--- src/rtl/incline_integrator.sv ---
// incline_integrator: calibrates the pitch-rate zero offset, integrates the
// offset-corrected rate into a saturating 27-bit accumulator, and nudges the
// accumulator toward an accelerometer angle so it cannot drift.
`timescale 1ns/1ps
module incline_integrator #(
  parameter int CAL_SHIFT   = 4,
  parameter int FUSION_STEP = 1024
) (
  input  logic               clk,
  input  logic               rst,
  input  logic               vld,
  input  logic signed [15:0] pitch_rt,
  input  logic signed [15:0] AZ,
  input  logic               cal,
  output logic signed [12:0] incline,
  output logic               incline_vld,
  output logic               cal_done
);

  localparam int DATA_W = 16;
  localparam int ACC_W  = DATA_W + CAL_SHIFT;
  localparam int INT_W  = 27;
  localparam int SUM_W  = INT_W + 1;
  localparam logic signed [SUM_W-1:0] FSTEP = SUM_W'(FUSION_STEP);

  typedef enum logic {S_CAL, S_RUN} state_t;

  state_t                     r_state;
  state_t                     w_state_nxt;
  logic [CAL_SHIFT-1:0]       r_cal_cnt;
  logic signed [ACC_W-1:0]    r_cal_acc;
  logic signed [DATA_W-1:0]   r_offset;
  logic signed [INT_W-1:0]    r_integ;
  logic                       r_vld_p1;

  logic                       w_cal_last;
  logic signed [ACC_W-1:0]    w_cal_sum;
  logic signed [DATA_W-1:0]   w_offset_new;
  logic signed [DATA_W:0]     w_rate_comp;
  logic signed [12:0]         w_accel_incl;
  logic signed [12:0]         w_incline;
  logic signed [SUM_W-1:0]    w_fusion;
  logic signed [SUM_W-1:0]    w_sum_p0;

  // Clamp a 28-bit sum into the 27-bit integrator range instead of wrapping.
  function automatic logic signed [INT_W-1:0] sat_integ(input logic signed [SUM_W-1:0] x);
    if (x[SUM_W-1] != x[SUM_W-2])
      sat_integ = x[SUM_W-1] ? {1'b1, {(INT_W-1){1'b0}}} : {1'b0, {(INT_W-1){1'b1}}};
    else
      sat_integ = x[INT_W-1:0];
  endfunction

  assign w_cal_last   = &r_cal_cnt;
  assign w_cal_sum    = r_cal_acc + {{CAL_SHIFT{pitch_rt[DATA_W-1]}}, pitch_rt};
  assign w_offset_new = DATA_W'(w_cal_sum >>> CAL_SHIFT);
  assign w_rate_comp  = {pitch_rt[DATA_W-1], pitch_rt} - {r_offset[DATA_W-1], r_offset};
  assign w_accel_incl = 13'(AZ >>> 3);
  assign w_incline    = r_integ[26:14];

  // Fusion direction: pull the current estimate toward the accel angle.
  always_comb begin
    w_fusion = '0;
    if (w_incline > w_accel_incl)
      w_fusion = -FSTEP;
    else if (w_incline < w_accel_incl)
      w_fusion = FSTEP;
  end

  assign w_sum_p0 = {r_integ[INT_W-1], r_integ}
                  + {{(SUM_W-DATA_W-1){w_rate_comp[DATA_W]}}, w_rate_comp}
                  + w_fusion;

  // Next-state logic: cal restarts calibration; the last calibration sample enters RUN.
  always_comb begin
    w_state_nxt = r_state;
    if (cal)
      w_state_nxt = S_CAL;
    else if (vld && (r_state == S_CAL) && w_cal_last)
      w_state_nxt = S_RUN;
  end

  // State register.
  always_ff @(posedge clk) begin
    if (rst)
      r_state <= S_CAL;
    else
      r_state <= w_state_nxt;
  end

  // Calibration accumulator, offset and integrator updates.
  always_ff @(posedge clk) begin
    if (rst) begin
      r_cal_cnt <= '0;
      r_cal_acc <= '0;
      r_offset  <= '0;
      r_integ   <= '0;
      r_vld_p1  <= 1'b0;
    end else begin
      r_vld_p1 <= 1'b0;
      if (cal) begin
        r_cal_cnt <= '0;
        r_cal_acc <= '0;
        r_integ   <= '0;
      end else if (vld) begin
        if (r_state == S_CAL) begin
          r_cal_acc <= w_cal_sum;
          r_cal_cnt <= r_cal_cnt + 1'b1;
          if (w_cal_last)
            r_offset <= w_offset_new;
        end else begin
          // stage p0 -> p1: saturated integrator and its valid strobe
          r_integ  <= sat_integ(w_sum_p0);
          r_vld_p1 <= 1'b1;
        end
      end
    end
  end

  assign incline     = w_incline;
  assign incline_vld = r_vld_p1;
  assign cal_done    = (r_state == S_RUN);

endmodule

--- config.mk ---
export PLATFORM = sky130hd
export DESIGN_NAME = incline_integrator
export DESIGN_NICKNAME = d
export VERILOG_FILES = /design/src/rtl/incline_integrator.sv
export SDC_FILE = /design/constraint.sdc
export NUM_CORES = 1
export LEC_CHECK = 0
export CORE_MARGIN = 3
export CORE_UTILIZATION = 40
export DETAILED_ROUTE_END_ITERATION = 10
export PLACE_DENSITY = 0.58
export SETUP_SLACK_MARGIN = 0.4
export SYNTH_ARGS = -nofsm -noshare
export SYNTH_HDL_FRONTEND = slang
export SYNTH_SLANG_ARGS = --single-unit
--- constraint.sdc ---
create_clock -name clk -period 6.97 [get_ports clk]
set_clock_uncertainty 0.2 [all_clocks]
set_input_delay 1.0455 -clock clk [delete_from_list [all_inputs] [get_ports clk]]
set_output_delay 1.0455 -clock clk [all_outputs]
set_load 0.01 [all_outputs]
==> flow_summary_export.csv, run 1 <==
group,metric,value,unit
status,outcome,"finished, final reports clean",
grt,globalRouteMet2Util,29.77,%
critical_path,critPathMaxFanout,11,
die,coreArea,0.01548,mm2
power_and_ir_drop,p_int,0.8936,mW
critical_path,crit_path_end_kind,"flip-flop",
power_and_ir_drop,power,1.357,mW
sta,tns,0,ps
grt,track_usage,17.90,%
hold_path,min-delay-start,"r_cal_acc[3]",
power_and_ir_drop,sw_frac_of_total,34.15,%
critical_path,critPathSlowestCell,"fa_1",
sta,relSlewSlack,29.39,%
sta,final_hold_viol_count,0,
yosys,synth_seq_cells,69,
critical_path,crit_required,7050,ps
yosys,async_reset_ff_share,0,%
critical_path,r2r-start,"r_integ[20]",
cts,cts_tree,"built",
finish,fin_nets,968,
cts,clock_latency,340,ps
power_and_ir_drop,seqPwrFrac,29.7,%
die,die-height,133.0,um
sta,max_freq,0.1569,GHz
critical_path,crit_chain,"clkdlybuf4s50_1 > inv_1 > ha_1 > a2111oi_4 > o21ai_0 > o22ai_1 > mux2i_2 > nor2b_4 > fa_1 > ha_1 > a211oi_1 > o21bai_1 > a21o_1 > a221o_1 > a31o_4 > a221oi_4 > xnor2_4 > buf_4 > a21oi_4 > a221o_1",
yosys,synth_edf_count,0,
critical_path,crit_family,"compound AO/OA/AOI/OAI gates",
grt,busiest_layer,"met2",
cts,cts_sinks,69,
grt,use_met1,24.04,%
finish,final_common_cell,"inv_1",
yosys,netlist_instances,775,
cts,clock-root-buffer,"clkbuf_16",
route,wl_per_cell,14.83,um
yosys,netlist_area,0.006449,mm2
route,ant_nets,0,
die,fp.dieW,133.0,um
critical_path,cp_num_buf_inv,3,
power_and_ir_drop,clkPwrFrac,32.1,%
power_and_ir_drop,power_switching,0.4634,mW
grt,antenna_found_initial,0,
yosys,ys_types,57,
sta,setup_viol_count_final,0,
placement,hpwl,11830,um
die,ios,51,
route,drt-initial-drc-count,221,
route,wl,15320,um
cts,cts.path.max_buffers,2,
placement,port_buffers,47,
sta,min_period,6375,ps
power_and_ir_drop,comb_power_share,38.1,%
power_and_ir_drop,ir_worst_vdd,0.0001069,V
yosys,seq_area_frac_synth,21.42,%
finish,final.fill_count,1491,
route,vias,5365,
grt,grt.overflow.total,0,
cts,holdBufCountCts,0,
route,drc_errors,0,
die,initial_core_util,41.65,%
grt,grtUsageMet3,3.308,%
grt,grt_pass1_wl,26140,um
grt,grt_max_degree,27,
hold_path,holdCritPathClass,"flip-flop to flip-flop",
power_and_ir_drop,p_leak,3.369,nW
route,drtPass1Iterations,4,
grt,grt_pass1_vias,5435,
cts,cts_buffers,9,
critical_path,cp_data_arrival_time,6460,ps
finish,drive_gt1_share,6.204,%
finish,synthToLayoutAreaGrowth,16.03,%
placement,routabilityCongestion,0.9036,
yosys,synthFlopType,"dfxtp_1",
flow_run,cap_violations,0,
sta,tightestPinTransition,1058,ps
critical_path,crit_type,"input pin to flip-flop",
critical_path,startpoint_type,"input pin",
sta,rsz0062_at_grt,"no",
sta,final.period_utilization,91.46,%
power_and_ir_drop,power.density,181.4,mW/mm2
cts,clk_pin_slew_worst_paths,60,ps
finish,n_antenna_cell,0,
yosys,yosysWarnings,0,
die,row_count,45,
yosys,syn_area_per_cell,8.321,um2
sta,slew_violations,0,
route,via_per_inst,5.194,
critical_path,max_stage_delay,490,ps
cts,htree_levels,3,
die,die-area,0.01768,mm2
critical_path,timing.critical_path.from,"AZ[9]",
finish,final_cell_mix,"131 x inv_1, 74 x nand2_1, 70 x ha_1",
yosys,syn_nets,926,
worst min-delay path, delay by kind of cell (launching register included):
kind	cells	cell delay, ps
compound gates	1	50
simple gates	1	50
flops	1	310
layer usage:
layer  vias up  routed length (um)
met5         -                   0
met4         0                 150
met1      2548                7120
met3         9                 739
met2       103                7312
li1       2705                   -
timing repair:
item | 4_1_cts | 5_1_grt
endpoints found under the hold margin | 0 | 0
pin swaps | 0 | 5
resized for setup | 1 | 10
setup endpoints to repair | 22 | 25
gates cloned | 0 | 1
buffers inserted | 0 | 4
state kept, by name, indices dropped and copies added (netlist names):
name,cells
r_integ,27
r_cal_acc,20
r_offset,16
r_cal_cnt,4
cal_done,1
incline_vld,1
layout make-up:
| type | instances | area [um2] | share of cell area, % |
|---|---|---|---|
| flip-flops and latches | 69 | 1381 | 18.46 |
| clock buffers | 12 | 256.5 | 3.428 |
| well taps | 211 | 264.0 | 3.528 |
| multi-input cells | 542 | 4461 | 59.62 |
| repair buffers | 64 | 605.6 | 8.094 |
| inverters | 131 | 491.7 | 6.572 |
| clock inverters | 4 | 22.52 | 0.3010 |
synth_stat cells, drive strengths merged (7+ instances only):
cell type,number,area [um2]
o21ai,26,130.1
a21oi,67,339.1
dfxtp,69,1381
nand3,14,70.07
a21o,16,120.1
ha,70,875.8
xor2,11,96.34
o21a,7,52.55
buf,17,130.1
nor3,9,50.05
o21bai,8,60.06
xnor2,30,270.3
inv,131,491.7
a221o,24,240.2
fa,45,900.9
clkbuf,17,63.81
nand2,74,277.8
a211oi,12,90.09
nor2,49,183.9
and3,9,56.30
through the flow:
stage | hold WS (ps) | setup slack, ps | instance area, um2 | util, % | instances
2_1_floorplan | 235.6 | 729.7 | 6456 | - | 775
3_3_place_gp | 245.3 | -43.65 | 7099 | 45.85 | 1012
3_5_place_dp | 251.2 | -282.4 | 7099 | 45.85 | 1012
4_1_cts | 259.5 | 407.3 | 7386 | 47.70 | 1028
5_1_grt | 274.3 | 383.3 | 7482 | 48.32 | 1033
6_report | 255.5 | 595.2 | 7482 | 48.32 | 1033
path summary, 6_finish.rpt:
check	end	depth (start not counted)	slack, ps
worst max register to register	r_integ[6]	18	1340
worst min register to register	r_cal_acc[3]	2	260
worst max-delay path	r_integ[6]	20	600
worst min-delay path	r_cal_acc[3]	2	260
logic make-up (layout without fill, tap and decap cells):
logic type | after synthesis | count (layout) | synth area share [%]
simple gates | 183 | 183 | 12.77
mux | 3 | 3 | 0.4657
flops | 69 | 69 | 21.42
buf+inv | 165 | 211 | 10.63
compound gates | 195 | 196 | 20.86
fa+ha+maj | 119 | 119 | 28.17
xor+xnor | 41 | 41 | 5.685
power by group through the flow:
stage / logic, mW / clock network (mW) / registers, mW
6_report: 0.518 / 0.436 / 0.404
5_1_grt: 0.582 / 0.468 / 0.404
4_1_cts: 0.480 / 0.449 / 0.404
3_5_place_dp: 0.473 / 0 / 0.412
3_3_place_gp: 0.463 / 0 / 0.412
2_1_floorplan: 0.354 / 0 / 0.411
(Power assumes the default switching activity.)
==> run 2, diff against run 1 <==
--- a/config.mk
+++ b/config.mk
@@ -5,6 +5,7 @@
 export SDC_FILE = /design/constraint.sdc
 export NUM_CORES = 1
 export LEC_CHECK = 0
+export CAP_MARGIN = 15
 export CORE_MARGIN = 3
 export CORE_UTILIZATION = 40
 export DETAILED_ROUTE_END_ITERATION = 10
==> results of run 2 <==
Final layout, timing and power as in run 1 (identical DEF).
